<file path="src/rtl/bus_arbiter.sv">
// bus_arbiter: shares one 16-bit address / 8-bit data system bus between two
// request/finish masters. One-cycle requests are latched per master, granted
// round-robin, and issued one at a time. A watchdog aborts transactions the
// slave never finishes.
//
// state   | meaning
// --------+-----------------------------------------------------------
// S_Idle  | no transaction in flight; grant a pending request
// S_Issue | bus_Cmd pulse for the granted request
// S_Wait  | waiting for bus_Finish or the watchdog to expire
module bus_arbiter #(
  parameter int unsigned TIMEOUT    = 255,
  parameter logic [7:0]  ABORT_DATA = 8'hFF
) (
  input  logic        clk,
  input  logic        rst_n,
  input  logic        m0_Cmd,
  input  logic        m0_RW,
  input  logic [15:0] m0_Addr,
  input  logic [7:0]  m0_WData,
  output logic [7:0]  m0_RData,
  output logic        m0_Finish,
  input  logic        m1_Cmd,
  input  logic        m1_RW,
  input  logic [15:0] m1_Addr,
  input  logic [7:0]  m1_WData,
  output logic [7:0]  m1_RData,
  output logic        m1_Finish,
  output logic [15:0] bus_Addr,
  output logic [7:0]  bus_WData,
  input  logic [7:0]  bus_RData,
  output logic        bus_Cmd,
  output logic        bus_RW,
  input  logic        bus_Finish,
  output logic        timeout_err
);

  typedef enum logic [1:0] {
    S_Idle  = 2'd0,
    S_Issue = 2'd1,
    S_Wait  = 2'd2
  } state_t;

  localparam logic [15:0] CNT_LAST = 16'(TIMEOUT - 1);

  state_t      state_q;
  logic [1:0]  pend_q, pend_d;
  logic [1:0]  req_rw_q;
  logic [15:0] req_addr_q [2];
  logic [7:0]  req_wdata_q [2];
  logic [1:0]  cmd_w, rw_w;
  logic [15:0] addr_w [2];
  logic [7:0]  wdata_w [2];
  logic [1:0]  capture_d, clr_d;
  logic        gnt_q, gnt_d, last_grant_q;
  logic [15:0] cnt_q;
  logic        cnt_hit, done_d;
  logic [1:0]  fin_q;
  logic [7:0]  rdata_q [2];
  logic        bus_cmd_q, bus_rw_q, timeout_err_q;
  logic [15:0] bus_addr_q;
  logic [7:0]  bus_wdata_q;

  assign cmd_w      = {m1_Cmd, m0_Cmd};
  assign rw_w       = {m1_RW, m0_RW};
  assign addr_w[0]  = m0_Addr;
  assign addr_w[1]  = m1_Addr;
  assign wdata_w[0] = m0_WData;
  assign wdata_w[1] = m1_WData;

  assign m0_RData    = rdata_q[0];
  assign m1_RData    = rdata_q[1];
  assign m0_Finish   = fin_q[0];
  assign m1_Finish   = fin_q[1];
  assign bus_Addr    = bus_addr_q;
  assign bus_WData   = bus_wdata_q;
  assign bus_Cmd     = bus_cmd_q;
  assign bus_RW      = bus_rw_q;
  assign timeout_err = timeout_err_q;

  // Completion detect, pending-flag next state (a new request beats the
  // completion clear) and round-robin grant choice.
  always_comb begin
    cnt_hit   = (cnt_q == CNT_LAST);
    done_d    = (state_q == S_Wait) && (bus_Finish || cnt_hit);
    clr_d     = 2'b00;
    if (done_d) clr_d[gnt_q] = 1'b1;
    capture_d = cmd_w & (~pend_q | clr_d);
    pend_d    = (pend_q & ~clr_d) | capture_d;
    gnt_d     = (&pend_q) ? ~last_grant_q : ~pend_q[0];
  end

  // Per-master request latches and pending flags.
  always_ff @(posedge clk) begin
    if (!rst_n) begin
      pend_q   <= 2'b00;
      req_rw_q <= 2'b00;
      for (int i = 0; i < 2; i++) begin
        req_addr_q[i]  <= 16'h0000;
        req_wdata_q[i] <= 8'h00;
      end
    end else begin
      pend_q <= pend_d;
      for (int i = 0; i < 2; i++) begin
        if (capture_d[i]) begin
          req_rw_q[i]    <= rw_w[i];
          req_addr_q[i]  <= addr_w[i];
          req_wdata_q[i] <= wdata_w[i];
        end
      end
    end
  end

  // Transaction FSM with registered bus and master-side outputs. S_Idle waits
  // out the Finish pulse before granting again, so a queued request that was
  // captured alongside the completion is still arbitrated fairly.
  always_ff @(posedge clk) begin
    if (!rst_n) begin
      state_q       <= S_Idle;
      gnt_q         <= 1'b0;
      last_grant_q  <= 1'b1;
      cnt_q         <= 16'h0000;
      fin_q         <= 2'b00;
      rdata_q[0]    <= 8'h00;
      rdata_q[1]    <= 8'h00;
      bus_cmd_q     <= 1'b0;
      bus_rw_q      <= 1'b0;
      bus_addr_q    <= 16'h0000;
      bus_wdata_q   <= 8'h00;
      timeout_err_q <= 1'b0;
    end else begin
      bus_cmd_q <= 1'b0;
      fin_q     <= 2'b00;
      case (state_q)
        S_Idle: begin
          if ((pend_q != 2'b00) && (fin_q == 2'b00)) begin
            gnt_q       <= gnt_d;
            bus_addr_q  <= req_addr_q[gnt_d];
            bus_wdata_q <= req_wdata_q[gnt_d];
            bus_rw_q    <= req_rw_q[gnt_d];
            bus_cmd_q   <= 1'b1;
            state_q     <= S_Issue;
          end
        end
        S_Issue: begin
          cnt_q   <= 16'h0000;
          state_q <= S_Wait;
        end
        S_Wait: begin
          if (bus_Finish) begin
            if (!req_rw_q[gnt_q]) rdata_q[gnt_q] <= bus_RData;
            fin_q[gnt_q] <= 1'b1;
            last_grant_q <= gnt_q;
            state_q      <= S_Idle;
          end else if (cnt_hit) begin
            if (!req_rw_q[gnt_q]) rdata_q[gnt_q] <= ABORT_DATA;
            fin_q[gnt_q]  <= 1'b1;
            last_grant_q  <= gnt_q;
            timeout_err_q <= 1'b1;
            state_q       <= S_Idle;
          end else begin
            cnt_q <= cnt_q + 16'h0001;
          end
        end
        default: state_q <= S_Idle;
      endcase
    end
  end

endmodule

</file>
<file path="config.mk">
export PLATFORM = sky130hd
export DESIGN_NAME = bus_arbiter
export DESIGN_NICKNAME = d
export VERILOG_FILES = /design/src/rtl/bus_arbiter.sv
export SDC_FILE = /design/constraint.sdc
export NUM_CORES = 1
export LEC_CHECK = 0
export ABC_CLOCK_PERIOD_IN_PS = 6700
export BUFFER_PORTS_ARGS = -buffer_cell sky130_fd_sc_hd__buf_2
export CAP_MARGIN = 20
export CORE_ASPECT_RATIO = 1.25
export CORE_UTILIZATION = 50
export DETAILED_ROUTE_END_ITERATION = 10
export PLACE_DENSITY = 0.73
export SLEW_MARGIN = 20
export SYNTH_ARGS = -nofsm -noshare
export SYNTH_HDL_FRONTEND = slang
export SYNTH_SLANG_ARGS = --single-unit
export TNS_END_PERCENT = 10
</file>
<file path="constraint.sdc">
create_clock -name clk -period 6.7 [get_ports clk]
set_input_delay 1.34 -clock clk [delete_from_list [all_inputs] [get_ports clk]]
set_output_delay 1.34 -clock clk [all_outputs]
set_load 0.005 [all_outputs]
</file>
# Word-level counts from Yosys, hierarchy flattened
# Memories as Yosys holds them, arrays and structs flattened. A register that Yosys moved wholly into a read port is not among the register bits.
# Index checks and enable logic that the tools add are counted.
word_totals:
  regBits: 29
  ramBits: 64
  input_bits: 63
  output_inout_bits: 45
  word_cells: 104
  n_memories: 3
mem_list:
  columns: ["memory", "words", "word_bits", "read_ports", "rd_clocked_by_memory_dff", "wr", "line", "text"]
  rows:
  - ["req_addr_q", 2, 16, 1, 1, 2, "49", "logic [15:0] req_addr_q [2];"]
  - ["rdata_q", 2, 8, 2, 0, 2, "59", "logic [7:0] rdata_q [2];"]
  - ["req_wdata_q", 2, 8, 1, 1, 2, "50", "logic [7:0] req_wdata_q [2];"]
classes:
  n_addsub: 1
  magnitude_cmp: 3
  n_eq_ne: 7
  muxes: 45
  bitwise: 14
  n_reduce_logical: 20
ops:
  columns: ["op", "n"]
  rows:
  - ["two-way mux 16 bit", 4]
  - ["two-way mux 8 bit", 4]
  - ["case mux 16 bit (2 select lines)", 1]
  - ["two-way mux 1 bit", 28]
  - ["adder 16 x 1 -> 16 bit, second input constant", 1]
  - ["== test 16 x 8 -> 1 bit, second input constant", 1]
  - ["two-way mux 2 bit", 6]
  - ["AND reduction 2 bit", 6]
  - ["OR reduction 8 bit", 1]
  - ["!= test 2 bit, second input constant", 3]
  - ["case mux 2 bit (3 select lines)", 1]
  - ["AND reduction 3 bit", 2]
  - ["nonzero test 2 bit", 3]
  - ["OR 1 bit", 5]
  - ["AND 2 bit", 2]
  - ["zero test 2 bit", 2]
  - ["< comparator 1 x 2 -> 1 bit, second input constant", 2]
  - ["inverter 2 bit", 2]
  - ["OR 2 bit", 2]
  - ["logical AND 1 bit", 3]
  - ["!= test 3 bit, second input constant", 1]
  - ["inverter 1 bit", 3]
  - ["== test 2 x 1 -> 1 bit, second input constant", 1]
  - ["== test 2 bit, second input constant", 1]
  - ["4 further kinds", 5]

# Logic depth before layout (Yosys ltp)
depth:
  depth_word: 11
  ltp_mapped: 8
  mapped_depth_nobuf: 6

# Worst setup path before layout
# OpenSTA, ideal clock, no wires.
synth_path:
  kind: "in2reg"
  from: "input port bus_Finish"
  to: "memory req_addr_q[0][0], enable pin"
  setup_time_ns: 0.381
  arrival_ns: 2.533
  required_ns: 6.319
  path_slack_ns: 3.786
  path_stages: 5
  path_buffers: 1
  path_cell_list: "inv_1 -> o31ai_1 -> a22oi_2 -> clkbuf_1 -> nand2_1"
synth_rtl:
  columns: ["element", "line", "text"]
  rows:
  - ["start: declaration", "34", "input logic bus_Finish,"]
  - ["end: declaration", "49", null]

==> summary.txt <==
Critical path
  – Crit path largest cell delay: 0.70 ns
  – CP max-delay cell: nand2_1
  – Worst setup path class: flop to flop
  – Worst EP arrival: 3.00 ns
  – CP max FO: 50
  – Worst setup SP type: flop
  – Worst-path cell chain: inv_1 -> ha_1 -> and4b_1 -> and4_4 -> o311ai_4 -> buf_4 -> nand2_1
  – Reg-to-reg slack, setup: 3.62 ns
  – CP endpoint kind: flop
  – Req. time, crit path: 6.62 ns

CTS
  – Clock Latency Late Sink: 0.41 ns
  – Clock sinks: 117
  – Clk slew on worst S/H paths: 0.05 ns
  – CTS Hold Bufs: 0
  – Htree depth: 4
  – Root Buffer: clkbuf_16
  – Post-cts resize count: 0
  – CTS tree: done
  – Worst-case clock buffer depth: 2
  – Num CTS Buffers: 17
  – Postcts setup bufs: 0

Yosys
  – Synth Flop Type: edfxtp_1
  – #FFs+latches synth: 117
  – Largest family of logic cells by synthesized area: simple AND/OR/NAND/NOR gates
  – Mux cell area share after synthesis: 6.59%
  – Gate Count Post-Synth: 475
  – Cell Area, Synth: 5180 sq um
  – Count leader, synth: nand2_1
  – Syn nets: 540
  – Sequential area share after synthesis: 57.6%
  – Area share of fa/ha/maj cells after synthesis: 0.483%
  – Synth top area share: 37.1%
  – Synth Area in XOR/XNOR: 0.169%
  – Distinct cells, synth: 51
  – Top cells by count, synth: nand2_1, edfxtp_1, a21oi_1, dfxtp_1, mux2i_1
  – Fraction of the mapped netlist area in simple logic gates: 15.6%
  – Compound-Gate Fraction of Synth Area: 15.6%
  – Top post-synthesis cells by area: edfxtp_1, dfxtp_1, mux2i_1
  – Post-synth ARST share: 0%
  – Post-synth EDFFs: 64
  – Mean Syn Cell Area: 10.9 sq um
  – Largest area contributor in the netlist: edfxtp_1
  – Synth warn: 0

Power
  – Max rail drop VDD: 0.000246 V
  – Power Total: 0.00184 W
  – Power Density: 293 nW/um^2
  – LEAKAGE: 2.60 nW

Global routing
  – Initial antenna violation count: 0
  – Gr ovfl total: 0
  – Largest net degree at the start of global routing: 69
  – First-pass GRT wire length: 17000 microns
  – Gr usage total: 20.8%
  – Vias in the first global route: 3496

STA
  – Tcrit/Tclk final: 46.0%
  – Hold Vio Cnt, Final: 0
  – RSZ-0062 raised after global routing: false
  – Slew HR: 27.3%
  – Slew at the pin closest to its max-slew limit: 1.09 ns
  – Final worst path period need: 3.08 ns
  – Max Slew Vio Count: 0
  – Fmax: 325 MHz
  – Fin Setup TNS: 0 ns
  – Clk_skew: 0.00922 ns
  – Setup violators final: 0

Routing
  – Met3 WL post-DR: 535 microns
  – Drt via density: 5.45
  – Iteration-0 DRC Markers: 173
  – Top routing layer in use: met4
  – Routed wire length: 10900 microns
  – Drt drc: 0
  – Routed vias: 3868
  – Detailed Routing Iterations Pass 1: 4
  – Met2 Routed Length: 5630 microns
  – WL met1: 4450 microns
  – Post-route ant nets: 0
  – Wire length per cell: 15.3 microns

Floorplan
  – Die area: 10800 sq um
  – # IOs: 108
  – Core region area: 10100 sq um
  – Chip width: 93.1 microns
  – Initial core utilization: 51.3%
  – Die H: 116 microns
  – Rows: 41

Layout
  – Layout cell share with drive strength beyond 1: 26.3%
  – Area grow syn2layout: 21.1%
  – # diodes: 0
  – NumNets Final: 633

Place
  – DP Wirelength: 7440 microns
  – Gpl congestion: 0.855
  – Input/output buffers: 107

Hold path
  – Hold Crit Class: flop to flop

Outcome
  – Outcome: completed

Flow run
  – MaxCap Viol Count: 0
==> sequential cells by signal (all words and copies together), names as in the netlist, 2 cells and up <==
| name | count |
|---|---|
| bus_Addr | 16 |
| req_addr_q | 32 |
| cnt_q | 16 |
| pend_q | 2 |
| bus_WData | 8 |
| rdata_q | 16 |
| req_rw_q | 2 |
| fin_q | 2 |
| req_wdata_q | 16 |
| state_q | 2 |
==> layout make-up <==
cell class | count | area (sq um)
Clock buffer | 25 | 475
Clock inverter | 7 | 56.3
Fill cell | 833 | 3830
Inverter | 9 | 33.8
Multi-Input combinational cell | 313 | 2010
Sequential cell | 117 | 2980
Tap cell | 129 | 161
Timing Repair Buffer | 110 | 558
==> logic make-up (layout without fill, tap and decap cells) <==
| family | after synthesis | after routing |
|---|---|---|
| xor gates and xnor gates | 1 | 1 |
| and+or+nand+nor | 153 | 153 |
| buffers and inverters | 45 | 151 |
| AOI/OAI and AO/OA | 123 | 123 |
| adders and majority gates | 2 | 2 |
| DFF | 117 | 117 |
| muxes | 34 | 34 |
==> placed cells by master, fill, tap and decap left out, drive strengths merged, types with 2 or more instances in the layout <==
master	instances
buf	110
nand2	69
edfxtp	64
a21oi	57
dfxtp	53
mux2i	33
nor2	31
a211oi	25
clkbuf	25
o21a	17
nand2b	10
inv	9
nor4	8
o31ai	7
or4	7
o21ai	6
clkinv	6
and2	4
nand3	4
nor3	3
o211ai	3
and4	3
nand4	3
or2	2
o41ai	2
ha	2
o311ai	2
or3	2
==> layer usage <==
layer  GRT usage [%]  vias up
met4            9.64        0
met1            25.5     1784
met2            34.5      120
li1                -     1944
met3            5.45       20
met5               0        -
==> stage by stage <==
step / utilization, % / setup slack (ns) / cell area (sq um) / hold WS [ns] / std cells
2_1_floorplan: - / 3.79 / 5180 / 0.446 / 475
3_3_place_gp: 56.9 / 3.28 / 5750 / 0.467 / 678
3_5_place_dp: 56.9 / 3.21 / 5750 / 0.473 / 678
4_1_cts: 62.1 / 3.58 / 6280 / 0.484 / 710
5_1_grt: 62.1 / 3.34 / 6280 / 0.520 / 710
6_report: 62.1 / 3.62 / 6280 / 0.475 / 710
==> where the power goes <==
part / leakage [nW] / internal (W) / switching (W)
clock network: 0.262 / 0.000522 / 0.000282
registers: 1.11 / 0.000819 / 0.0000251
logic: 1.22 / 0.0000757 / 0.000114
total: 2.60 / 0.00142 / 0.000422
==> final timing paths <==
check | startpoint | to | cells after the start
max | cnt_q[0] | req_addr_q[1][13] | 7
min | timeout_err | timeout_err | 2
max reg2reg | cnt_q[0] | req_addr_q[1][13] | 7
min reg2reg | timeout_err | timeout_err | 2
==> critical path: cells and delay by family, from the launching register on <==
kind / cells / cell delay [ns]
AO/OA/AOI/OAI: 1 / 0.24
adder cells (fa/ha/maj): 1 / 0.19
buffers and inverters: 2 / 0.53
flip-flops: 1 / 0.41
AND/OR/NAND/NOR: 3 / 1.19
Power figures use the tool's default switching activity.
